$ cat src/rtl/flipflop_bank_if.sv
// flipflop_bank_if: strobe/state bundle for flipflop_bank.
//   set, reset  : per-channel set/reset strobes (master -> slave)
//   clear_all   : synchronous bulk clear (master -> slave)
//   out         : registered flip-flop state (slave -> master)
//   out_bar     : bitwise inverse of out (slave -> master)
//   changed     : one-cycle per-channel change pulse (slave -> master)
//   count       : registered number of set channels (slave -> master)
interface flipflop_bank_if #(
  parameter int unsigned CHANNELS = 8
);
  localparam int unsigned CW = $clog2(CHANNELS + 1);

  logic [CHANNELS-1:0] set;
  logic [CHANNELS-1:0] reset;
  logic                clear_all;
  logic [CHANNELS-1:0] out;
  logic [CHANNELS-1:0] out_bar;
  logic [CHANNELS-1:0] changed;
  logic [CW-1:0]       count;

  modport master (
    output set, reset, clear_all,
    input  out, out_bar, changed, count
  );

  modport slave (
    input  set, reset, clear_all,
    output out, out_bar, changed, count
  );
endinterface

$ cat src/rtl/flipflop_bank.sv
// flipflop_bank: bank of clocked set/reset control flip-flops for the EDSAC
// control logic (stop/run, order-decoder and sequencing flags).
//   clk  : single clock, all state updates on its rising edge
//   rst  : synchronous active-high reset; loads INIT and samples the
//          strobes into the edge history
//   bus  : flipflop_bank_if slave modport (set, reset, clear_all in;
//          out, out_bar, changed, count out)
// Parameters:
//   CHANNELS      : number of flip-flops (1..64)
//   CONFLICT_MODE : set&reset together -> 0 reset wins, 1 set wins,
//                   2 hold, 3 toggle
//   EDGE_DETECT   : 1 = act on rising edge of a strobe, 0 = level
//   INIT          : state loaded by rst
module flipflop_bank #(
  parameter int unsigned         CHANNELS      = 8,
  parameter int unsigned         CONFLICT_MODE = 1,
  parameter bit                  EDGE_DETECT   = 1'b1,
  parameter logic [CHANNELS-1:0] INIT          = '0
) (
  input  logic             clk,
  input  logic             rst,
  flipflop_bank_if.slave   bus
);
  localparam int unsigned CW = $clog2(CHANNELS + 1);

  typedef enum logic [1:0] {
    CM_RESET_WINS = 2'd0,
    CM_SET_WINS   = 2'd1,
    CM_HOLD       = 2'd2,
    CM_TOGGLE     = 2'd3
  } conflict_e;

  localparam logic [31:0] CM_BITS = CONFLICT_MODE;
  localparam conflict_e   CM      = conflict_e'(CM_BITS[1:0]);

  function automatic logic [CW-1:0] popcount(input logic [CHANNELS-1:0] v);
    logic [CW-1:0] c;
    c = '0;
    for (int unsigned i = 0; i < CHANNELS; i++) begin
      c = c + CW'(v[i]);
    end
    return c;
  endfunction

  localparam logic [CW-1:0] INIT_COUNT = popcount(INIT);

  logic [CHANNELS-1:0] set_prev;
  logic [CHANNELS-1:0] reset_prev;
  logic [CHANNELS-1:0] s;
  logic [CHANNELS-1:0] r;
  logic [CHANNELS-1:0] out_q;
  logic [CHANNELS-1:0] next_out;
  logic [CHANNELS-1:0] changed_q;
  logic [CW-1:0]       count_q;
  logic [CW-1:0]       next_count;

  always_comb begin
    if (EDGE_DETECT) begin
      s = bus.set   & ~set_prev;
      r = bus.reset & ~reset_prev;
    end else begin
      s = bus.set;
      r = bus.reset;
    end
  end

  always_comb begin
    next_out = out_q;
    for (int unsigned i = 0; i < CHANNELS; i++) begin
      case ({s[i], r[i]})
        2'b10:   next_out[i] = 1'b1;
        2'b01:   next_out[i] = 1'b0;
        2'b11: begin
          case (CM)
            CM_RESET_WINS: next_out[i] = 1'b0;
            CM_SET_WINS:   next_out[i] = 1'b1;
            CM_HOLD:       next_out[i] = out_q[i];
            CM_TOGGLE:     next_out[i] = ~out_q[i];
            default:       next_out[i] = out_q[i];
          endcase
        end
        default: next_out[i] = out_q[i];
      endcase
    end
    if (bus.clear_all) begin
      next_out = '0;
    end
    next_count = popcount(next_out);
  end

  // Edge history tracks the raw inputs every cycle, reset and clear_all
  // included, so a strobe held across either never shows up as a new edge.
  always_ff @(posedge clk) begin
    set_prev   <= bus.set;
    reset_prev <= bus.reset;
    if (rst) begin
      out_q     <= INIT;
      changed_q <= '0;
      count_q   <= INIT_COUNT;
    end else begin
      out_q     <= next_out;
      changed_q <= next_out ^ out_q;
      count_q   <= next_count;
    end
  end

  assign bus.out     = out_q;
  assign bus.out_bar = ~out_q;
  assign bus.changed = changed_q;
  assign bus.count   = count_q;
endmodule

$ cat src/flat_wrapper.sv
// flat-port wrapper written by rule: the top's interface ports become plain ports
module flipflop_bank_flat 
#(
  parameter int unsigned         CHANNELS      = 8,
  parameter int unsigned         CONFLICT_MODE = 1,
  parameter bit                  EDGE_DETECT   = 1'b1,
  parameter logic [CHANNELS-1:0] INIT          = '0
)
  (clk, rst, bus_set, bus_reset, bus_clear_all, bus_out, bus_out_bar, bus_changed, bus_count);
  flipflop_bank_if #(.CHANNELS(CHANNELS)) bus_i ();
  input  logic clk;
  input  logic rst;
  input wire logic [$bits(bus_i.set)-1:0] bus_set;
  input wire logic [$bits(bus_i.reset)-1:0] bus_reset;
  input wire logic [$bits(bus_i.clear_all)-1:0] bus_clear_all;
  output wire logic [$bits(bus_i.out)-1:0] bus_out;
  output wire logic [$bits(bus_i.out_bar)-1:0] bus_out_bar;
  output wire logic [$bits(bus_i.changed)-1:0] bus_changed;
  output wire logic [$bits(bus_i.count)-1:0] bus_count;
  assign bus_i.set = bus_set;
  assign bus_i.reset = bus_reset;
  assign bus_i.clear_all = bus_clear_all;
  assign bus_out = bus_i.out;
  assign bus_out_bar = bus_i.out_bar;
  assign bus_changed = bus_i.changed;
  assign bus_count = bus_i.count;
  flipflop_bank #(.CHANNELS(CHANNELS), .CONFLICT_MODE(CONFLICT_MODE), .EDGE_DETECT(EDGE_DETECT), .INIT(INIT)) u_core (.clk(clk), .rst(rst), .bus(bus_i));
endmodule
$ cat config.mk
export PLATFORM = sky130hd
export DESIGN_NAME = flipflop_bank_flat
export DESIGN_NICKNAME = d
export VERILOG_FILES = /design/src/rtl/flipflop_bank_if.sv /design/src/rtl/flipflop_bank.sv /design/src/flat_wrapper.sv
export SDC_FILE = /design/constraint.sdc
export NUM_CORES = 1
export LEC_CHECK = 0
export CAP_MARGIN = 15
export CORE_UTILIZATION = 40
export CTS_CLUSTER_SIZE = 14
export DETAILED_ROUTE_END_ITERATION = 7
export GPL_ROUTABILITY_DRIVEN = 0
export PLACE_DENSITY_LB_ADDON = 0.08
export RECOVER_POWER = 100
export SLEW_MARGIN = 25
export SYNTH_ARGS = -nofsm -noshare
export SYNTH_HDL_FRONTEND = slang
export SYNTH_SLANG_ARGS = --single-unit
$ cat constraint.sdc
create_clock -name clk -period 4.6 [get_ports clk]
set_clock_uncertainty 0.1 [all_clocks]
set_input_delay 0.69 -clock clk [delete_from_list [all_inputs] [get_ports clk]]
set_output_delay 0.69 -clock clk [all_outputs]
set_load 0.02 [all_outputs]
# Word-level counts from Yosys, hierarchy flattened
# Cells that the tools add are included.
[op_classes]
n_reduce_logical = 8
muxes = 9
n_lt_le_gt_ge = 0
add_sub_neg = 7
bitwise_logic = 6
shifts = 0
mul = 0
n_div = 0
eq_ne = 24
[op_table]
columns = ["op", "count"]
rows = [
  ["$eq A2 B2 Y1 const B", 16],
  ["$add A4 B1 Y4", 6],
  ["$not A8 Y8", 3],
  ["$and A8 B8 Y8", 2],
  ["$eq A2 B1 Y1 const B", 8],
  ["$pmux W1 S2", 8],
  ["$reduce_or A2 Y1", 8],
  ["$mux W8", 1],
  ["$xor A8 B8 Y8", 1],
  ["$add A1 B1 Y2", 1],
]
[totals]
romBits = 0
wordCells = 59
latchBits = 0
mem_count = 0
out_inout_bits = 28
register_bits = 36
ramBits = 0
input_bits = 19

# Longest topological paths before layout
[logic_depth]
word_depth = 13
ltp_mapped = 13

# Least setup slack after synthesis
# No wires, ideal clock.
[synth_path]
kind = "input -> register"
from = "in bus_set[0]"
to = "reg u_core.count_q[1], in the netlist u_core.bus.count[1]"
arrival_ns = 3.273
path_stages = 12
n_path_buf = 0
t_required_ns = 4.434
setup_slack_ns = 1.161
path_cell_list = "nand2b_1 -> a21boi_0 -> nor2_1 -> ha_1 -> inv_1 -> fa_1 -> fa_1 -> inv_1 -> fa_1 -> inv_1 -> fa_1 -> nor2_1"
[synth_between]
elab_chain_len = 12
word_cells_on_any_way = 14
cone_classes = "add/sub: 7; eq/ne: 3; mux: 2; bitwise: 1; reduce/logical: 1"
[synth_lines]
columns = ["element", "line", "text"]
rows = [
  ["start: declaration", "flat_wrapper.sv:13", "input wire logic [$bits(bus_i.set)-1:0] bus_set;"],
  ["$and A8 B8 Y8 (*)", "flipflop_bank.sv:59", "s = bus.set & ~set_prev;"],
  ["$eq A2 B2 Y1", "flipflop_bank.sv:70", "case ({s[i], r[i]})"],
  ["$reduce_or A2 Y1 (no line)", "-", ""],
  ["$pmux W1 S2 (*)", "flipflop_bank.sv:70", ""],
  ["$mux W8 (*)", "flipflop_bank.sv:85", "if (bus.clear_all) begin"],
  ["named net u_core.next_out[0]", "flipflop_bank.sv:52", "logic [CHANNELS-1:0] next_out;"],
  ["$add A1 B1 Y2 (*)", "flipflop_bank.sv:40", "c = c + CW'(v[i]);"],
  ["$add A4 B1 Y4 (*) (6 in a row)", "flipflop_bank.sv:40", ""],
  ["end signal: assignment", "flipflop_bank.sv:103", "count_q <= next_count;"],
  ["end: declaration", "flipflop_bank.sv:54", "logic [CW-1:0] count_q;"],
]
# Mark *: on every way through the listed nets, which the timed path passes. The rest lies on a longest branch.
# A chain may end at the register's enable or synchronous reset.

# Worst setup path in the final report
# Ends and elaborated chain as after synthesis.

==> impl_metrics.json <==
{
  "powerDensity_nw_per_um2": 297.8,
  "grt_pass1_wl_mm": 3.898,
  "syn_inst": 140,
  "grt_use_total_pct": 14.72,
  "post-route-period-util_pct": 82.64,
  "yosys_warnings": 0,
  "cts_inserted_buffers": 5,
  "cp-end-kind": "flop",
  "clkSinkCount": 36,
  "worstPathArrival_ns": 3.97,
  "hold_class": "reg -> reg",
  "hold_viol_final": 0,
  "diodes": 0,
  "switching_share_pct": 25.59,
  "slew_headroom_pct": 48.34,
  "ys_seq_area_share_pct": 51.66,
  "syn2layout_area_growth_pct": 38.66,
  "port_buffers": 46,
  "seqPwrFrac_pct": 57.8,
  "yosys.area.top_type": "dfxtp_1",
  "synth_area_per_cell_um2": 9.965,
  "root_buffer": "clkbuf_4",
  "cpMostUsedCell": "fa_1",
  "gr-total-overflow": 0,
  "maxCapViolations": 0,
  "pwr-share-comb_pct": 15.9,
  "drtPass1Iterations": 4,
  "critPathTopFamily": "adder cells",
  "start_util_pct": 41.81,
  "die_y_um": 61.06,
  "drv_slew": 0,
  "crit_buf_inv": 4,
  "worstSetupStartpointType": "input port",
  "dieArea_um2": 3728,
  "wl_mm": 2.438,
  "antenna_left": 0,
  "p_int_uw": 428.6,
  "synth-edff-count": 0,
  "worstPathMaxFanout": 3,
  "drc_errors": 0,
  "register_area_um2": 720.7,
  "p_sw_uw": 147.4,
  "dr.first_iter.drc_count": 31,
  "grt_max_degree": 21,
  "postCtsSetupBuffers": 0,
  "critical_path.slowest_cell": "dlygate4sd3_1",
  "clkSlewWorstSetupHoldPaths_ns": 0.10,
  "tns_ns": 0,
  "post-route-min-period_ns": 3.801,
  "num_rows": 21,
  "synth_fp_nets": 166,
  "setup_viol": 0,
  "ir_worst_vdd_uv": 190.3,
  "worstMarginPinSlew_ns": 0.7724,
  "cts.path.max_buffers": 2,
  "io_pins": 47,
  "p_leak_uw": 0.0007778,
  "clk_latency_ns": 0.33,
  "nFillCells": 301,
  "cts-resized-gates": 0,
  "ys_types": 20,
  "vias": 1087,
  "ys_async_sr_fraction_pct": 0,
  "synth_ff_type": "dfxtp_1",
  "synth_simple_gate_area_share_pct": 25.20,
  "viasPerCell": 4.626,
  "yosys-top-cells-area": "dfxtp_1, nand2b_1, fa_1",
  "routedWlPerCell_um": 10.37,
  "drive_gt1_share_pct": 5.291,
  "synth_fa_ha_area_share_pct": 8.430,
  "ys_ff_latch": 36,
  "status": "finished clean",
  "hold_ws_ns": 0.4229,
  "hpwlAfterDp_mm": 1.787,
  "num-nets-final": 215,
  "syn_area_um2": 1395,
  "fmax_mhz": 263.1,
  "chipWidth_um": 61.06,
  "synth_top_family_by_area": "simple AND/OR/NAND/NOR gates",
  "path_cells": "dlygate4sd3_1 > nand2b_1 > a21boi_0 > nor2_1 > ha_1 > inv_1 > fa_1 > fa_1 > inv_1 > fa_1 > inv_1 > fa_1 > nor2_1",
  "muxShareOfSynthArea_pct": 0,
  "crit_type": "in -> reg",
  "cts_hold_buffers": 0,
  "rsz0062_at_grt": "no",
  "synth-xor-area-share_pct": 0.6278,
  "multi_input_area_um2": 593.1,
  "cp.required_ns": 4.77,
  "grt_pass1_vias": 981,
  "slowest_delay_ns": 0.55,
  "yosysTopAreaCellShare_pct": 51.66,
  "coreArea_um2": 3337,
  "antenna_found_initial": 0,
  "synth-compound-area-share_pct": 8.251,
  "htree_levels": 2,
  "cts_tree": "done",
  "power_frac_clock_pct": 26.3
}
final cells by class:
cell class                      instances  area share, %
Sequential cell                        36          37.26
Multi-Input combinational cell         85          30.66
Timing Repair Buffer                   47          24.00
Tap cell                               46          2.975
Inverter                               14          2.717
Clock buffer                            6          2.135
Clock inverter                          1         0.2587
power by group through the flow:
stage	Clock, uW	Combinational [uW]	Sequential, uW
6_report	152	91.7	333
5_1_grt	174	103	335
4_1_cts	158	101	333
3_5_place_dp	0	100	341
3_3_place_gp	0	98.2	340
2_1_floorplan	0	43.2	351
sequential cells by signal, indices dropped and copies added, names as in the netlist:
| register | flops |
|---|---|
| u_core.set_prev | 8 |
| u_core.reset_prev | 8 |
| u_core.bus.count | 4 |
| u_core.bus.out | 8 |
| u_core.bus.changed | 8 |
worst reg2reg max path: cells and delay by family (launching register included):
kind | cells | cell delay, ns
adder cells (fa/ha/maj) | 5 | 2.04
flip-flops | 1 | 0.31
buffers and inverters | 3 | 0.18
AND/OR/NAND/NOR | 3 | 0.31
AO/OA/AOI/OAI | 1 | 0.24
cells by family (layout without fill, tap and decap cells):
family          count (synthesis)  in the layout
compound gates                 17             17
buf+inv                        19             68
xor+xnor                        1              1
fa+ha+maj                       7              7
simple gates                   60             60
flops                          36             36
final timing paths:
check                                           from               endpoint  slack, ns  cells after the start
worst max-delay path                      bus_set[0]    u_core.bus.count[1]       0.80                     13
worst min register to register     u_core.bus.out[0]  u_core.bus.changed[0]       0.42                      2
worst min-delay path               u_core.bus.out[0]  u_core.bus.changed[0]       0.42                      2
worst max register to register  u_core.reset_prev[0]    u_core.bus.count[1]       1.37                     12
synthesized netlist by cell type (3+ instances only):
cell	number
ha_1	3
inv_1	14
nor3_1	8
fa_1	4
or3_1	8
or3b_1	8
dfxtp_1	36
nand2_1	8
a31oi_1	8
or2_2	4
nand2b_1	16
nor2_1	6
a21boi_0	8
routing by layer:
layer / GRT usage, % / up-vias / part of all wire, %
met1: 16.23 / 485 / 45
li1: - / 564 / -
met3: 4.622 / 8 / 5.4
met4: 10.06 / 0 / 2.6
met2: 24.22 / 30 / 47
met5: 0 / - / 0
per-stage QoR:
step	power (uW)	util (%)	cells	instance area (um2)	worst slack (ns)
3_3_place_gp	438.7	56.69	228	1892	0.6007
3_5_place_dp	441.1	56.69	228	1892	0.5232
6_report	576.1	57.97	235	1934	0.7987
5_1_grt	611.5	57.97	235	1934	0.6199
4_1_cts	592.7	58.08	235	1938	0.8815
2_1_floorplan	394.5	-	140	1395	1.161
cells in the final DEF, fill, tap and decap left out:
master	netlist	layout
a21boi_0	8	8
nor2b_1	1	1
dlygate4sd3_1	0	46
nor3_1	8	8
or2_2	4	4
nand2_1	8	8
fa_1	4	4
ha_1	3	3
a21oi_1	1	1
clkbuf_1	2	2
or3b_1	8	8
nand2b_1	16	16
a31oi_1	8	8
clkbuf_4	0	5
nor3b_1	1	1
xor2_1	1	1
nor2_1	6	6
inv_1	14	14
dfxtp_1	36	36
clkinv_2	0	1
or3_1	8	8
(Power assumes the default switching activity.)
